### config.mk
export PLATFORM = sky130hd
export DESIGN_NAME = life_event_scheduler
export DESIGN_NICKNAME = d
export VERILOG_FILES = /design/src/rtl/life_event_scheduler.sv
export SDC_FILE = /design/constraint.sdc
export NUM_CORES = 1
export LEC_CHECK = 0
export CAP_MARGIN = 20
export CORE_MARGIN = 4
export CORE_UTILIZATION = 50
export DETAILED_ROUTE_END_ITERATION = 16
export PLACE_DENSITY_LB_ADDON = 0.12
export SYNTH_ARGS = -nofsm -noshare
export SYNTH_HDL_FRONTEND = slang
export SYNTH_SLANG_ARGS = --single-unit
### constraint.sdc
create_clock -name clk -period 4.2 [get_ports clk]
set_clock_uncertainty 0.15 [all_clocks]
set_input_delay 0.84 -clock clk [delete_from_list [all_inputs] [get_ports clk]]
set_output_delay 0.84 -clock clk [all_outputs]
set_load 0.02 [all_outputs]
### src/rtl/life_event_scheduler.sv
// life_event_scheduler
// Sequences hit and pickup requests into single-cycle decrement/increment
// pulses for the lives counter. Holds a post-hit invulnerability window,
// paces pickups to one increment per OneSecPulse window and parks in a
// game-over state until the round ends.
// Optional feature macro: LIFE_BLINK_EN builds the sprite blink timer;
// without it blink is tied low and no timer exists.
module life_event_scheduler #(
  parameter int INVULN_SECONDS = 2,
  parameter int MAX_LIVES      = 9,
  parameter int PEND_MAX       = 3,
  parameter int BLINK_PERIOD   = 4_000_000
) (
  input  logic       clk,
  input  logic       resetN,
  input  logic       OneSecPulse,
  input  logic       game_active,
  input  logic       hit_bomb,
  input  logic       hit_enemy,
  input  logic       pickup_life,
  input  logic [3:0] lives,
  output logic       decrement_life,
  output logic       increment_life,
  output logic       invulnerable,
  output logic       blink,
  output logic       game_over,
  output logic [1:0] hit_cause
);

  typedef enum logic [2:0] {IDLE, HIT, SETTLE, INVULN, OVER} state_t;

  localparam logic [3:0] InvSecs  = 4'(INVULN_SECONDS);
  localparam logic [4:0] MaxLives = 5'(MAX_LIVES);
  localparam logic [2:0] PendMax  = 3'(PEND_MAX);

  if (INVULN_SECONDS < 1 || INVULN_SECONDS > 15 || PEND_MAX < 1 || PEND_MAX > 3 ||
      BLINK_PERIOD < 1) begin : g_param_check
    $error("life_event_scheduler: parameter out of legal range");
  end

  state_t     state_q, state_d;
  logic [1:0] pend_q, pend_d;
  logic [3:0] inv_cnt_q, inv_cnt_d;
  logic       armed_q, armed_d;
  logic       inc_q, inc_d;
  logic [1:0] cause_q, cause_d;
  logic [2:0] pend_sum;

  logic hit_req, hit_take, pick_acc, issue, room;

  // A hit is only taken from IDLE; the pickup queue is closed in OVER.
  assign hit_req  = game_active & (hit_bomb | hit_enemy);
  assign hit_take = hit_req & (state_q == IDLE);
  assign pick_acc = pickup_life & game_active & (state_q != OVER);
  assign issue    = game_active & (pend_q != 2'd0) & armed_q &
                    ((state_q == IDLE) | (state_q == INVULN)) & ~hit_take;
  assign room     = {1'b0, lives} < MaxLives;

  // State register
  always_ff @(posedge clk or negedge resetN) begin
    if (!resetN) state_q <= IDLE;
    else         state_q <= state_d;
  end

  // Next-state logic; dropping game_active always returns to IDLE
  always_comb begin
    state_d = state_q;
    if (!game_active) begin
      state_d = IDLE;
    end else begin
      case (state_q)
        IDLE:    if (hit_req) state_d = HIT;
        HIT:     state_d = SETTLE;
        SETTLE:  state_d = (lives == 4'd0) ? OVER : INVULN;
        INVULN:  if (OneSecPulse && inv_cnt_q == 4'd1) state_d = IDLE;
        OVER:    state_d = OVER;
        default: state_d = IDLE;
      endcase
    end
  end

  // Moore outputs decoded from the current state
  always_comb begin
    decrement_life = (state_q == HIT);
    invulnerable   = (state_q == HIT) || (state_q == SETTLE) || (state_q == INVULN);
    game_over      = (state_q == OVER);
  end

  assign increment_life = inc_q;
  assign hit_cause      = cause_q;

  // Pickup queue, increment pacing, invulnerability countdown and hit cause
  always_comb begin
    pend_d    = pend_q;
    inv_cnt_d = inv_cnt_q;
    armed_d   = armed_q;
    cause_d   = cause_q;
    inc_d     = issue & room;
    // add before clamping so a full queue with a same-cycle issue stays full
    pend_sum  = {1'b0, pend_q} + {2'b00, pick_acc} - {2'b00, issue};

    if (hit_take) cause_d = hit_bomb ? 2'b01 : 2'b10;

    if (state_q == SETTLE && state_d == INVULN) begin
      inv_cnt_d = InvSecs;
    end else if (state_q == INVULN && OneSecPulse) begin
      inv_cnt_d = inv_cnt_q - 4'd1;
    end

    if (!game_active) begin
      pend_d  = 2'd0;
      armed_d = 1'b1;
    end else begin
      pend_d = (pend_sum > PendMax) ? PendMax[1:0] : pend_sum[1:0];
      // an issued increment consumes the window even if a pulse lands now
      if (issue && room)    armed_d = 1'b0;
      else if (OneSecPulse) armed_d = 1'b1;
    end
  end

  // Datapath registers
  always_ff @(posedge clk or negedge resetN) begin
    if (!resetN) begin
      pend_q    <= 2'd0;
      inv_cnt_q <= 4'd0;
      armed_q   <= 1'b1;
      inc_q     <= 1'b0;
      cause_q   <= 2'b00;
    end else begin
      pend_q    <= pend_d;
      inv_cnt_q <= inv_cnt_d;
      armed_q   <= armed_d;
      inc_q     <= inc_d;
      cause_q   <= cause_d;
    end
  end

`ifdef LIFE_BLINK_EN
  localparam logic [31:0] BlinkLast = 32'(BLINK_PERIOD - 1);

  logic [31:0] blink_cnt_q, blink_cnt_d;
  logic        blink_q, blink_d;

  // Blink timer restarts on each new hit and toggles every BLINK_PERIOD cycles
  always_comb begin
    blink_cnt_d = blink_cnt_q;
    blink_d     = blink_q;
    if (hit_take) begin
      blink_cnt_d = 32'd0;
      blink_d     = 1'b0;
    end else if (invulnerable) begin
      if (blink_cnt_q == BlinkLast) begin
        blink_cnt_d = 32'd0;
        blink_d     = ~blink_q;
      end else begin
        blink_cnt_d = blink_cnt_q + 32'd1;
      end
    end else begin
      blink_cnt_d = 32'd0;
      blink_d     = 1'b0;
    end
  end

  // Blink timer registers
  always_ff @(posedge clk or negedge resetN) begin
    if (!resetN) begin
      blink_cnt_q <= 32'd0;
      blink_q     <= 1'b0;
    end else begin
      blink_cnt_q <= blink_cnt_d;
      blink_q     <= blink_d;
    end
  end

  assign blink = blink_q & invulnerable;
`else
  assign blink = 1'b0;
`endif

endmodule

==> results.py, run 1 <==
metrics = {
    "status": {
        "outcome": "completed",
    },
    "finish": {
        "drive_above_1_share": 0.0957,
        "n_fill_cell": 119,
        "areaGrowthSynthToFinish_pct": 23.2,
        "antennaDiodeCount": 0,
        "finalNetCount": 111,
        "multiInputGateArea_um2": 413,
        "instances_no_fill": 110,
        "regArea_um2": 327,
    },
    "power": {
        "ir_worst_vdd_mv": 0.291,
        "p_total_w": 0.000404,
        "clock_power_share": 0.193,
        "p_sw_frac": 0.348,
        "pwr-share-comb": 0.363,
        "seq_power_share": 0.444,
        "power.internal_w": 0.000263,
        "p_leak_nw": 0.409,
        "p_per_area_nw_per_um2": 414,
        "switchingPower_w": 0.000140,
    },
    "sta": {
        "setup_viol": 0,
        "hold_viol": 0,
        "slew_headroom": 0.544,
        "fin_setup_tns_ns": 0,
        "period_share": 0.732,
        "maxSlewViolCount": 0,
        "finalCriticalPeriod_ns": 3.08,
        "worst_slew_pin_slew_ns": 0.678,
        "rsz0062_at_grt": "false",
        "fmax_mhz": 325,
    },
    "logic_synthesis": {
        "netlist_instances": 77,
        "syn-mean-instance-area_um2": 10.3,
        "synth_top_area_frac": 0.379,
        "synthesis.nets": 93,
        "yosysTopAreaCell": "dfrtp_1",
        "netlist_area_um2": 792,
        "ys_warn_count": 0,
        "ys.flop_type": "dfrtp_1",
        "ys_ff_latch": 13,
        "ys_top_cells_by_count": "dfrtp_1, inv_1, nor2_1, o21ai_0",
        "synth.distinct_cells": 35,
        "synth_seq_area_share": 0.412,
        "yosysMostFrequentCell": "dfrtp_1",
        "synth_edf_count": 0,
        "yosys-top-cells-area": "dfrtp_1, ha_1, inv_1",
        "async_flop_share": 1.00,
    },
    "floorplanning": {
        "core_area_um2": 1510,
        "die_h_um": 47.8,
        "die_area_um2": 2280,
        "row_count": 14,
        "die_x_um": 47.8,
        "io_pins": 18,
        "initial_core_util": 0.526,
    },
    "clock_tree": {
        "cts.repair.resized": 0,
        "h-tree-depth": 1,
        "cts_buffers": 3,
        "clockRootBuffer": "clkbuf_4",
        "clk_latency_ns": 0.28,
        "cts_tree": "done",
        "clkSinkCount": 13,
        "clk_pin_slew_worst_paths_ns": 0.07,
        "cts.path.max_buffers": 2,
        "cts_hold_buffers": 0,
        "cts_setup_buffers": 0,
    },
    "place": {
        "dp_hpwl_um": 1220,
        "place.gp.congestion": 0.720,
        "io_buffers": 16,
        "dp.cells": 106,
    },
    "route": {
        "first_pass_iters": 4,
        "drc_errors": 0,
        "routedWlPerCell_um": 15.0,
        "met3WireLength_um": 167,
        "routed_wl_um": 1650,
        "ant_nets": 0,
        "vias": 621,
        "dr_wl_met2_um": 739,
        "vias_per_cell": 5.65,
        "drt_iter0_drc": 19,
        "routed.top_layer": "met4",
        "m1WireLength_um": 714,
    },
    "worst_setup_path": {
        "cp.required_ns": 4.22,
        "critPathCaptureType": "flip-flop",
        "crit_fanout": 2,
        "crit_type": "primary input to flip-flop",
        "cp.arrival_ns": 3.09,
        "start_kind": "primary input",
    },
    "grt": {
        "grt_use_total": 0.172,
        "grt-ovfl-total": 0,
        "grt_pass1_wl_um": 2640,
        "grt_max_degree": 14,
        "antenna_found_initial": 0,
        "first_global_vias": 590,
    },
    "hold_path": {
        "hp-class": "flip-flop to flip-flop",
    },
    "run": {
        "maxCapViolations": 0,
    },
}
## worst paths after layout
path                                          startpoint                        to  slack [ns]  cells after the start
max in group asynchronous                         resetN  inv_cnt_q[0]$_DFFE_PN0P_        2.74                      1
worst max register to register      state_q[1]$_DFF_PN0_       pend_q[0]$_DFF_PN0_        1.51                      8
worst max-delay path                           hit_enemy       pend_q[0]$_DFF_PN0_        1.12                      9
worst min register to register  hit_cause[0]$_DFFE_PN0P_  hit_cause[0]$_DFFE_PN0P_        0.37                      1
min in group asynchronous                         resetN      state_q[1]$_DFF_PN0_        0.78                      1
worst min-delay path            hit_cause[0]$_DFFE_PN0P_  hit_cause[0]$_DFFE_PN0P_        0.37                      1
## kinds of logic after synthesis
| kind of cell | Yosys count | share of synthesized area |
|---|---|---|
| other | 1 | 0.00473 |
| DFF | 13 | 0.412 |
| AOI/OAI and AO/OA | 16 | 0.155 |
| buffers and inverters | 11 | 0.0664 |
| xor gates and xnor gates | 2 | 0.0221 |
| and+or+nand+nor | 27 | 0.224 |
| adders and majority gates | 5 | 0.0885 |
| muxes | 2 | 0.0269 |
## per-layer routing
metal / GRT usage / vias to the layer above
li1: - / 306
met2: 0.253 / 28
met3: 0.0677 / 4
met1: 0.221 / 283
met5: 0 / -
met4: 0.0753 / 0
## critical path, cell delays in order
cell             delay [ns]
clkdlybuf4s50_1        0.43
or4_4                  0.51
a211oi_1               0.23
ha_1                   0.16
inv_1                  0.04
ha_1                   0.18
fa_1                   0.37
xnor2_1                0.15
o21a_1                 0.18
## per-stage QoR
stage | utilization | setup WS (ns) | hold slack (ns) | area, µm²
2_1_floorplan | - | 1.35 | 0.323 | 792
3_3_place_gp | 0.630 | 0.867 | 0.344 | 950
3_5_place_dp | 0.630 | 0.819 | 0.350 | 950
4_1_cts | 0.648 | 1.13 | 0.371 | 976
5_1_grt | 0.648 | 1.03 | 0.396 | 976
6_report | 0.648 | 1.12 | 0.367 | 976
## area by class of cell
type	instances	area share
multi-input cells	53	0.423
flip-flops and latches	13	0.335
repair buffers	16	0.164
inverters	8	0.0308
clock buffers	4	0.0269
well taps	16	0.0205
## state kept, by name (all words and copies together), names as in the netlist
name and count:
inv_cnt_q 4, state_q 3, hit_cause 2, pend_q 2, armed_q 1, increment_life 1
## cell usage in the layout, fill, tap and decap left out, types with 2 or more instances in the layout
master / instances
o21a_1: 2
xnor2_1: 2
nor4_1: 3
ha_1: 4
a21oi_1: 4
nor3b_1: 3
or3_1: 4
clkdlybuf4s50_1: 16
nor2b_1: 2
inv_1: 8
o21ai_0: 5
nor2_1: 5
clkbuf_4: 3
dfrtp_1: 12
## power groups by stage
stage | clock, W | combinational, W | sequential, W
3_5_place_dp | 0 | 0.000147 | 0.000182
4_1_cts | 0.0000815 | 0.000147 | 0.000180
6_report | 0.0000781 | 0.000147 | 0.000179
2_1_floorplan | 0 | 0.000102 | 0.000179
3_3_place_gp | 0 | 0.000144 | 0.000180
5_1_grt | 0.0000883 | 0.000167 | 0.000183
Power figures use the tool's default switching activity.
==> run 2, diff against run 1 <==
CORE_UTILIZATION = 43   (was 50)
clock period = 2.6 ns   (was 4.2 ns; I/O delays follow)
==> results.py, run 2 (synthesis results as in run 1) <==
metrics = {
    "status": {
        "outcome": "completed",
    },
    "clock_tree": {
        "cts.path.max_buffers": 2,
        "clk_latency_ns": 0.27,
        "h-tree-depth": 1,
        "cts_buffers": 3,
        "cts_tree": "done",
        "cts_hold_buffers": 0,
        "clkSinkCount": 13,
        "clk_pin_slew_worst_paths_ns": 0.08,
        "clockRootBuffer": "clkbuf_4",
    },
    "grt": {
        "met3_usage": 0.0525,
        "grt_use_total": 0.149,
        "grt_max_degree": 14,
        "grt_busiest_layer": "met2",
        "antenna_found_initial": 0,
        "met1_usage": 0.182,
        "grt-ovfl-total": 0,
        "grt_util_met2": 0.247,
        "grt_pass1_wl_um": 2950,
        "first_global_vias": 655,
    },
    "finish": {
        "n_fill_cell": 163,
        "finalNetCount": 121,
        "multiInputGateArea_um2": 430,
        "reg_top3": "inv_cnt_q (4), state_q (3)",
        "mostFrequentLayoutCell": "clkdlybuf4s50_1",
        "mostFrequentLayoutCells": "clkdlybuf4s50_1, dfrtp_1, buf_4",
        "regMostFlops": "inv_cnt_q",
        "drive_above_1_share": 0.221,
        "antennaDiodeCount": 0,
        "areaGrowthSynthToFinish_pct": 36.0,
        "regArea_um2": 327,
        "largest_reg_flops": 4,
    },
    "worst_setup_path": {
        "cp.required_ns": 2.61,
        "start_kind": "primary input",
        "crit_type": "primary input to flip-flop",
        "critPathCaptureType": "flip-flop",
        "crit_fanout": 2,
        "cp.arrival_ns": 2.52,
    },
    "sta": {
        "setup_ws_ns": 0.0933,
        "rsz0062_at_grt": "false",
        "slew_headroom": 0.537,
        "maxSlewViolCount": 0,
        "fin_setup_tns_ns": 0,
        "finalCriticalPeriod_ns": 2.51,
        "worst_slew_pin_slew_ns": 0.688,
        "hold_slack_ns": 0.357,
        "setup_viol": 0,
        "period_share": 0.964,
        "fmax_mhz": 399,
        "hold_viol": 0,
    },
    "route": {
        "first_pass_iters": 4,
        "ant_nets": 0,
        "vias_per_cell": 5.01,
        "drt_iter0_drc": 14,
        "drc_errors": 0,
        "vias": 646,
        "routed_wl_um": 1610,
        "routedWlPerCell_um": 12.5,
    },
    "floorplanning": {
        "initial_core_util": 0.459,
        "die_x_um": 50.9,
        "die_h_um": 50.9,
        "io_pins": 18,
        "row_count": 15,
        "core_area_um2": 1730,
        "die_area_um2": 2590,
    },
    "place": {
        "dp_hpwl_um": 1310,
        "post-place-ws_ns": -0.444,
        "place.gp.congestion": 0.730,
        "io_buffers": 16,
    },
    "power": {
        "p_leak_nw": 0.465,
        "p_total_w": 0.000687,
        "p_per_area_nw_per_um2": 638,
        "ir_worst_vdd_mv": 0.356,
    },
    "hold_path": {
        "hp-class": "flip-flop to flip-flop",
    },
    "run": {
        "maxCapViolations": 0,
    },
}
## run 2: changes by cell type in the layout (fill, tap and decap cells not counted)
cell             delta
a211oi_1            -1
a211oi_2            +1
buf_4              +10
clkdlybuf4s50_1     -2
dlygate4sd2_1       +2
fa_1                -1
fa_2                +1
ha_1                -1
ha_2                +1
xnor2_1             -1
xnor2_2             +1
## run 2: critical path, stage by stage
cell	delay, ns
dlygate4sd2_1	0.24
or4_4	0.49
a211oi_2	0.19
ha_1	0.25
inv_1	0.06
ha_2	0.17
fa_2	0.42
o21a_1	0.19
## run 2: power by group
group | internal [W] | switching [W] | leakage (nW) | total, W
Combinational | 0.000144 | 0.000140 | 0.286 | 0.000284
Clock | 0.0000593 | 0.0000635 | 0.0150 | 0.000123
Sequential | 0.000249 | 0.0000312 | 0.164 | 0.000280
## run 2: final timing paths
check                                          from                       end  slack, ns  cells after the start
min in group asynchronous                    resetN      state_q[2]$_DFF_PN0_       0.47                      1
max                                        hit_bomb       pend_q[1]$_DFF_PN0_       0.09                      8
max in group asynchronous                    resetN  inv_cnt_q[3]$_DFFE_PN0P_       1.45                      1
max reg2reg                    state_q[1]$_DFF_PN0_       pend_q[1]$_DFF_PN0_       0.14                      7
min                        inv_cnt_q[1]$_DFFE_PN0P_  inv_cnt_q[1]$_DFFE_PN0P_       0.36                      1
min reg2reg                inv_cnt_q[1]$_DFFE_PN0P_  inv_cnt_q[1]$_DFFE_PN0P_       0.36                      1
## run 2: metal layers
metal	wire length, µm	part of all wire
met1	670	0.42
met2	834	0.52
met3	102	0.063
met4	0	0
met5	0	0
## run 2: final cells by class
class / instances / share of cell area
Timing Repair Buffer: 26 / 0.216
Multi-Input combinational cell: 53 / 0.400
Inverter: 8 / 0.0279
Clock buffer: 4 / 0.0244
Sequential cell: 13 / 0.303
Tap cell: 25 / 0.0290
## run 2: metrics by stage
step           instances  area, µm²  utilization
3_3_place_gp         125       1040        0.600
5_1_grt              129       1080        0.624
4_1_cts              129       1080        0.624
6_report             129       1080        0.624
2_1_floorplan         77        792            -
3_5_place_dp         125       1040        0.600
## run 2: what timing repair did
action                                  in CTS  in global routing
gates resized for setup                      6                  0
endpoints found under the setup margin       2                  1
hold endpoints to repair                     0                  0
setup buffers                                0                  0
pin swaps                                    4                  1
==> run 3, diff against run 2 <==
CAP_MARGIN = unset   (was 20)
==> results of run 3 <==
No change in the layout: final DEF, timing and power equal those of run 2.
